<file path="config.mk">
export PLATFORM = sky130hd
export DESIGN_NAME = palette_colorizer
export DESIGN_NICKNAME = d
export VERILOG_FILES = /design/src/rtl/palette_colorizer.sv
export SDC_FILE = /design/constraint.sdc
export NUM_CORES = 1
export LEC_CHECK = 0
export CORE_MARGIN = 2
export CORE_UTILIZATION = 45
export DETAILED_ROUTE_END_ITERATION = 10
export PLACE_DENSITY_LB_ADDON = 0.05
export SKIP_CTS_REPAIR_TIMING = 1
export SYNTH_ARGS = -nofsm -noshare
export SYNTH_HDL_FRONTEND = slang
export SYNTH_SLANG_ARGS = --single-unit
</file>
<file path="constraint.sdc">
create_clock -name clk -period 4.4 [get_ports clk]
set_clock_uncertainty 0.15 [all_clocks]
set_input_delay 1.32 -clock clk [delete_from_list [all_inputs] [get_ports clk]]
set_output_delay 1.32 -clock clk [all_outputs]
set_load 0.005 [all_outputs]
</file>
<file path="src/rtl/palette_colorizer.sv">
// Two-stage pixel colorizer: resolves prioritised, optionally blinking icon layers over a
// world-map pixel, then looks the winner up in run-time-writable 12-bit RGB palettes.
module palette_colorizer #(
  parameter int unsigned WORLD_BITS = 2,
  parameter int unsigned ICON_BITS  = 2,
  parameter int unsigned NUM_ICONS  = 2,
  parameter int unsigned BLINK_DIV  = 25_000_000
) (
  input  logic                                                       clk,
  input  logic                                                       rst_n,
  input  logic                                                       video_on,
  input  logic [WORLD_BITS-1:0]                                      world_pixel,
  input  logic [NUM_ICONS*ICON_BITS-1:0]                             icon,
  input  logic [NUM_ICONS-1:0]                                       blink_en,
  input  logic                                                       pal_we,
  input  logic                                                       pal_sel,
  input  logic [(WORLD_BITS > ICON_BITS ? WORLD_BITS : ICON_BITS)-1:0] pal_addr,
  input  logic [11:0]                                                pal_wdata,
  output logic [3:0]                                                 red,
  output logic [3:0]                                                 green,
  output logic [3:0]                                                 blue,
  output logic                                                       pix_valid
);

  localparam int unsigned ADDR_W  = (WORLD_BITS > ICON_BITS) ? WORLD_BITS : ICON_BITS;
  localparam int unsigned WORLD_N = 1 << WORLD_BITS;
  localparam int unsigned ICON_N  = 1 << ICON_BITS;
  localparam int unsigned CNT_W   = (BLINK_DIV > 1) ? $clog2(BLINK_DIV) : 1;
  localparam logic [CNT_W-1:0] CNT_MAX = CNT_W'(BLINK_DIV - 1);

  function automatic logic [11:0] world_default(input int unsigned idx);
    case (idx)
      0:       return 12'hFFF;
      2:       return 12'hF00;
      default: return 12'h000;
    endcase
  endfunction

  function automatic logic [11:0] icon_default(input int unsigned idx);
    case (idx)
      2:       return 12'h0F0;
      3:       return 12'hFFF;
      default: return 12'h000;
    endcase
  endfunction

  logic [11:0]          world_pal_q [WORLD_N];
  logic [11:0]          world_pal_d [WORLD_N];
  logic [11:0]          icon_pal_q  [ICON_N];
  logic [11:0]          icon_pal_d  [ICON_N];
  logic [CNT_W-1:0]     blink_cnt_q, blink_cnt_d;
  logic                 blink_phase_q, blink_phase_d;
  logic                 s1_video_q, s1_video_d;
  logic                 s1_src_q, s1_src_d;
  logic [ADDR_W-1:0]    s1_idx_q, s1_idx_d;
  logic [11:0]          rgb_q, rgb_d;
  logic                 pix_valid_q, pix_valid_d;

  logic                 hit;
  logic [ICON_BITS-1:0] code;
  logic [NUM_ICONS-1:0] mask;
  logic [NUM_ICONS-1:0] mask_sh;

  // Free-running blink divider; phase flips once per BLINK_DIV cycles
  always_comb begin
    blink_cnt_d   = blink_cnt_q + CNT_W'(1);
    blink_phase_d = blink_phase_q;
    if (blink_cnt_q == CNT_MAX) begin
      blink_cnt_d   = '0;
      blink_phase_d = ~blink_phase_q;
    end
  end

  // Stage 1: lowest-numbered visible, non-transparent layer wins; otherwise the world pixel
  always_comb begin
    s1_video_d = video_on;
    s1_src_d   = 1'b0;
    s1_idx_d   = ADDR_W'(world_pixel);
    hit        = 1'b0;
    code       = '0;
    mask       = blink_phase_q ? blink_en : '0;
    mask_sh    = '0;
    for (int i = 0; i < NUM_ICONS; i++) begin
      code    = ICON_BITS'(icon >> (i * ICON_BITS));
      mask_sh = mask >> i;
      if (!hit && (code != '0) && !mask_sh[0]) begin
        hit      = 1'b1;
        s1_src_d = 1'b1;
        s1_idx_d = ADDR_W'(code);
      end
    end
  end

  // Stage 2: palette lookup reads the contents held before this edge's write
  always_comb begin
    rgb_d       = '0;
    pix_valid_d = s1_video_q;
    if (s1_video_q) begin
      if (s1_src_q) rgb_d = icon_pal_q[s1_idx_q[ICON_BITS-1:0]];
      else          rgb_d = world_pal_q[s1_idx_q[WORLD_BITS-1:0]];
    end
  end

  always_comb begin
    world_pal_d = world_pal_q;
    icon_pal_d  = icon_pal_q;
    if (pal_we) begin
      if (pal_sel) icon_pal_d[pal_addr[ICON_BITS-1:0]]   = pal_wdata;
      else         world_pal_d[pal_addr[WORLD_BITS-1:0]] = pal_wdata;
    end
  end

  always_ff @(posedge clk) begin
    if (!rst_n) begin
      for (int unsigned i = 0; i < WORLD_N; i++) world_pal_q[WORLD_BITS'(i)] <= world_default(i);
      for (int unsigned i = 0; i < ICON_N; i++)  icon_pal_q[ICON_BITS'(i)]   <= icon_default(i);
      blink_cnt_q   <= '0;
      blink_phase_q <= 1'b0;
      s1_video_q    <= 1'b0;
      s1_src_q      <= 1'b0;
      s1_idx_q      <= '0;
      rgb_q         <= '0;
      pix_valid_q   <= 1'b0;
    end else begin
      world_pal_q   <= world_pal_d;
      icon_pal_q    <= icon_pal_d;
      blink_cnt_q   <= blink_cnt_d;
      blink_phase_q <= blink_phase_d;
      s1_video_q    <= s1_video_d;
      s1_src_q      <= s1_src_d;
      s1_idx_q      <= s1_idx_d;
      rgb_q         <= rgb_d;
      pix_valid_q   <= pix_valid_d;
    end
  end

  assign red       = rgb_q[11:8];
  assign green     = rgb_q[7:4];
  assign blue      = rgb_q[3:0];
  assign pix_valid = pix_valid_q;

endmodule
</file>
# Word level (Yosys, flattened, before mapping)

Cells that the tools add are included.

Mux-type cells: 16
Add/subtract/negate cells: 1
Reductions and logical operators: 13
Order comparisons: 3
Bitwise logic cells: 5
Eq/ne operators: 1

Operators with widths:

| operator                                                  | count |
|---|---|
| bitwise mux 48 bit                                        | 2 |
| 2-to-1 mux 12 bit                                         | 6 |
| binary-select mux 12 bit (select 2 bit)                   | 2 |
| adder 25 x 1 -> 25 bit (second input constant)            | 1 |
| == test 25 bit (second input constant)                    | 1 |
| demux 12 bit (select 2 bit)                               | 1 |
| greater-or-equal comparator 3 bit (second input constant) | 2 |
| 2-to-1 mux 2 bit                                          | 3 |
| NOT 2 -> 3 bit                                            | 2 |
| AND reduction 2 bit                                       | 3 |
| logical AND 1 bit                                         | 4 |
| nonzero test 2 bit                                        | 2 |
| zero test 1 bit                                           | 3 |
| < comparator 3 x 1 -> 1 bit (second input constant)       | 1 |
| NOT 1 bit                                                 | 3 |
| 2-to-1 mux 1 bit                                          | 2 |
| OR reduction 2 bit                                        | 1 |

Register bits: 139
Output and inout bits: 13
Bits of input ports: 27
Logic and storage cells: 54

# Longest topological paths before layout

Depth in word-level cells: 8
Mapped depth: 6
Depth with buffers taken out: 4

# Worst setup path after synthesis

OpenSTA, ideal clock, no wires.

Path type: input to register
Start point: input pal_addr[1] in the netlist's numbering
End point: register icon_pal_q[16] in the netlist's numbering
Arrival: 2.205 ns
Setup slack: 1.908 ns
Data required time: 4.113 ns
Buffers on the path: 2
Library setup time: 0.137 ns
Stages: 6
Cell sequence: clkbuf_1 > nor2b_1 > nand3_1 > clkbuf_1 > nand2_1 > nand3_1

Longest elaborated chain between the ends: 6
Elaborated cells between the ends (all ways): 7
Classes of those cells: 2 x order compare; 3 x mux; 1 x bitwise; 1 x reduce/logical

Ends and longest elaborated chain:

| item                                                                                                   | RTL line | source |
|---|---|---|
| from (decl)                                                                                            | 17       | `input logic [(WORLD_BITS > ICON_BITS ? WORLD_BITS : ICON_BITS)-1:0] pal_addr,` |
| NOT 2 -> 3 bit (implied by the code) (*)                                                               | 108      | `if (pal_sel) icon_pal_d[pal_addr[ICON_BITS-1:0]] = pal_wdata;` |
| greater-or-equal comparator 3 bit (implied by the code) or < comparator 3 x 1 -> 1 bit (tied branches) | 108      |  |
| logical AND 1 bit (implied by the code)                                                                | 108      |  |
| 2-to-1 mux 12 bit (implied by the code)                                                                | 108      |  |
| demux 12 bit (select 2 bit) (*)                                                                        | 108      |  |
| bitwise mux 48 bit (*)                                                                                 | 108      |  |
| to (signal assigned)                                                                                   | 126      | `icon_pal_q <= icon_pal_d;` |
| to (decl)                                                                                              | 49       | `logic [11:0] icon_pal_q [ICON_N];` |

Every way passes the cells marked *; elsewhere a longest branch is shown, timed or not.
A chain may end at the register's enable or synchronous reset.

# Worst setup path after layout

Start point: input pal_addr[1] in the netlist's numbering
End point: register world_pal_q[28] in the netlist's numbering

Longest elaborated chain between the ends: 6
Elaborated cells between the ends (all ways): 7
Classes of those cells: 2 x order compare; 3 x mux; 1 x bitwise; 1 x reduce/logical

Ends and longest elaborated chain:

| item                                                                                                   | RTL line | source |
|---|---|---|
| NOT 2 -> 3 bit (implied by the code) (*)                                                               | 109      | `else world_pal_d[pal_addr[WORLD_BITS-1:0]] = pal_wdata;` |
| greater-or-equal comparator 3 bit (implied by the code) or < comparator 3 x 1 -> 1 bit (tied branches) | 109      |  |
| logical AND 1 bit (implied by the code)                                                                | 109      |  |
| 2-to-1 mux 12 bit (implied by the code)                                                                | 109      |  |
| demux 12 bit (select 2 bit) (*)                                                                        | 109      |  |
| bitwise mux 48 bit (*)                                                                                 | 109      |  |
| to (signal assigned)                                                                                   | 125      | `world_pal_q <= world_pal_d;` |
| to (decl)                                                                                              | 47       | `logic [11:0] world_pal_q [WORLD_N];` |

Marked as above.

==> metrics <==
commonest non-fill, non-tap cell in the layout nand2_1; core area 0.0126 mm^2; worst-path maximum fanout 12; crit share post-route 0.693; worst path arrival time 3.25 ns; post-DR wirelength/cell roughly 17 um; dpl cells between 800 and 900; synthesized area per cell 8.55 um^2; layout cells sized above 1 0.102; sequential power share 0.447; die width 117 um; total power roughly 3.0 mW; Req. time, crit path between 4 and 5 ns; Area Growth Syn to Fin 18.6%; Site Rows 41; f_max approximately 0.33 GHz; Net Sw Frac 0.223; RSZ-0062 raised after global routing false; Total GRT Usage 0.234; Synth Cell Area between 0.005 and 0.006 mm^2; Via Count around 4800; ANT cells 0; cell family with most CP delay simple AND/OR/NAND/NOR gates; DRC viols 0; Slowest Stage Delay on Critical Path roughly 0.84 ns; clk root buf clkbuf_16; most frequent cells in the layout 206 x nand2_1, 138 x dfxtp_1, 80 x a21oi_1; Worst setup SP type input port; final hold vios 0; max cap viols 0; sequential area share after synthesis 0.482; final net count between 700 and 800; Worst Setup Slack, final between 1 and 1.5 ns; CTS sink count 139; worst-margin pin slew between 1 and 1.5 ns; total CTS buffers 17; die area 0.0137 mm^2; status complete, no violations; clock slew at reported path FFs 0.06 ns; Combinational Power Share 0.071; number of synthesized register bits roughly 140; Avg Vias per Cell ~5.4; 1st-iter DRT viols about 350; Place WS just over 0.9 ns; Starting Density 0.459; worst setup path class input port to flop; DIE HEIGHT approximately 120 um; Port Buf Inserts 39; worst hold margin roughly 0.30 ns; H-tree levels 4; largest net degree at the start of global routing between 60 and 70; Clk pwr share 0.482; crit-path cells clkdlybuf4s50_1, nand2b_1, nor2_1, nand2_1, a21oi_1; Detailed Route WL 14800 um; min cycle time layout 3.05 ns; Max IR drop VDD approximately 0.00030 V; final setup TNS 0 ns; Unique masters post-synth 36; Skew-Pair Late Insertion Delay between 0.4 and 0.5 ns; Post-DP HPWL slightly above 9000 um; antenna-violating nets left 0; Lkg Pwr between 2 and 2.5 nW; max-slew violation count 0; initial antenna violation count 0; nature of the critical path endpoint flop; CTS tree done; first-pass GRT wire length around 24000 um; global route overflow 0; CP bufs+invs 1; number of global-route vias before repair about 4500; Syn Nets 703; I/O Pins 40; Internal 2.29 mW; critical path's slowest cell nor2_1; worst min path class flop to flop; synthesized instance count about 680; RePlAce Congestion between 0.7 and 0.8; Non-Filler Instances around 880; drt pass-1 iters 5; Ys Warns 0; worst rel slew slack 0.263; pwr/cell area 431 mW/mm^2; endpoints failing setup 0; CTS max path bufs 2; P_sw around 0.66 mW
==> registers in the layout, summed over array words and instances (netlist names) <==
signal and count:
blink_cnt_q 25, blink_phase_q 1, icon_pal_q 48, pix_valid 1, pix_valid_d 1, rgb_q 12, s1_idx_q 2, s1_src_q 1
world_pal_q 48
==> power by group through the flow <==
stage / clock network [mW] / logic [mW] / registers [mW]
3_5_place_dp: 0 / 0.209 / 1.35
4_1_cts: 1.44 / 0.210 / 1.32
2_1_floorplan: 0 / 0.149 / 1.33
5_1_grt: 1.50 / 0.228 / 1.33
3_3_place_gp: 0 / 0.207 / 1.35
6_report: 1.42 / 0.209 / 1.32
==> per-stage QoR <==
| stage | cell area, um^2 | util |
|---|---|---|
| 4_1_cts | 6840 | 0.545 |
| 6_report | 6840 | 0.545 |
| 3_5_place_dp | 6250 | 0.498 |
| 5_1_grt | 6840 | 0.545 |
| 3_3_place_gp | 6250 | 0.498 |
| 2_1_floorplan | 5770 | - |
==> worst paths after layout <==
| path | start | to | slack (ns) | cells after the start |
|---|---|---|---|---|
| worst min register to register | world_pal_q[12]$_SDFFE_PN0P_ | world_pal_q[12]$_SDFFE_PN0P_ | 0.30 | 2 |
| worst max register to register | blink_cnt_q[2]$_SDFF_PP0_ | blink_cnt_q[24]$_SDFF_PP0_ | 2.13 | 4 |
| worst max-delay path | pal_addr[1] | world_pal_q[28]$_SDFFE_PN0P_ | 1.35 | 5 |
| worst min-delay path | world_pal_q[12]$_SDFFE_PN0P_ | world_pal_q[12]$_SDFFE_PN0P_ | 0.30 | 2 |
==> cell families (layout without fill, tap and decap cells) <==
kind of cell / after synthesis / in the layout / share of synthesized area
xor gates and xnor gates: 10 / 10 / 0.0152
DFF: 139 / 139 / 0.482
AOI/OAI and AO/OA: 102 / 102 / 0.0936
buffers and inverters: 61 / 89 / 0.0451
and+or+nand+nor: 326 / 326 / 0.247
adders and majority gates: 1 / 1 / 0.00217
muxes: 36 / 36 / 0.114
==> tightest hold or removal path: stages, from the launching register on <==
cell	delay (ns)
dfxtp_1	0.30
nand2_1	0.05
a21oi_1	0.05
==> area by class of cell <==
type,count,area [um^2]
Clock buffer,24,502
Clock inverter,7,87.6
Fill cell,1166,5720
Inverter,5,18.8
Multi-Input combinational cell,475,2730
Sequential cell,139,2780
Tap cell,172,215
Timing Repair Buffer,53,508
==> metal layers <==
| layer | vias up | wire length (um) | track usage | part of all wire |
|---|---|---|---|---|
| met3 | 27 | 603 | 0.0515 | 0.041 |
| met5 | - | 0 | 0 | 0 |
| li1 | 2328 | - | - | - |
| met2 | 108 | 7390 | 0.396 | 0.50 |
| met4 | 0 | 297 | 0.0949 | 0.020 |
| met1 | 2301 | 6540 | 0.289 | 0.44 |
==> Yosys cell counts <==
| master | instances | area, um^2 |
|---|---|---|
| nor4b_1 | 2 | 17.5 |
| buf_4 | 1 | 7.51 |
| or4_1 | 6 | 45.0 |
| nor2_1 | 32 | 120 |
| and2_1 | 2 | 12.5 |
| inv_2 | 1 | 3.75 |
| a21oi_2 | 1 | 8.76 |
| nor2b_1 | 5 | 31.3 |
| a21oi_1 | 80 | 400 |
| nand3_1 | 45 | 225 |
| a21boi_0 | 2 | 15.0 |
| mux2i_1 | 12 | 120 |
| xor2_1 | 8 | 70.1 |
| o21ai_1 | 1 | 5.00 |
| o31ai_1 | 7 | 52.6 |
| nor3_1 | 2 | 10.0 |
| dfxtp_1 | 139 | 2780 |
| clkbuf_1 | 35 | 131 |
| nand2b_1 | 3 | 18.8 |
| mux4_2 | 24 | 541 |
| inv_1 | 4 | 15.0 |
| ha_1 | 1 | 12.5 |
| or3_1 | 7 | 43.8 |
| o21ai_0 | 10 | 50.1 |
| and4_1 | 4 | 35.0 |
| clkbuf_2 | 7 | 35.0 |
| or4_4 | 1 | 11.3 |
| buf_6 | 1 | 11.3 |
| o2bb2ai_1 | 1 | 8.76 |
| and3_1 | 1 | 6.26 |
| nand2_1 | 206 | 773 |
| nand4_1 | 9 | 56.3 |
| nand4_4 | 1 | 21.3 |
| buf_2 | 9 | 45.0 |
| buf_1 | 3 | 11.3 |
| xnor2_1 | 2 | 17.5 |
(Power assumes the default switching activity.)
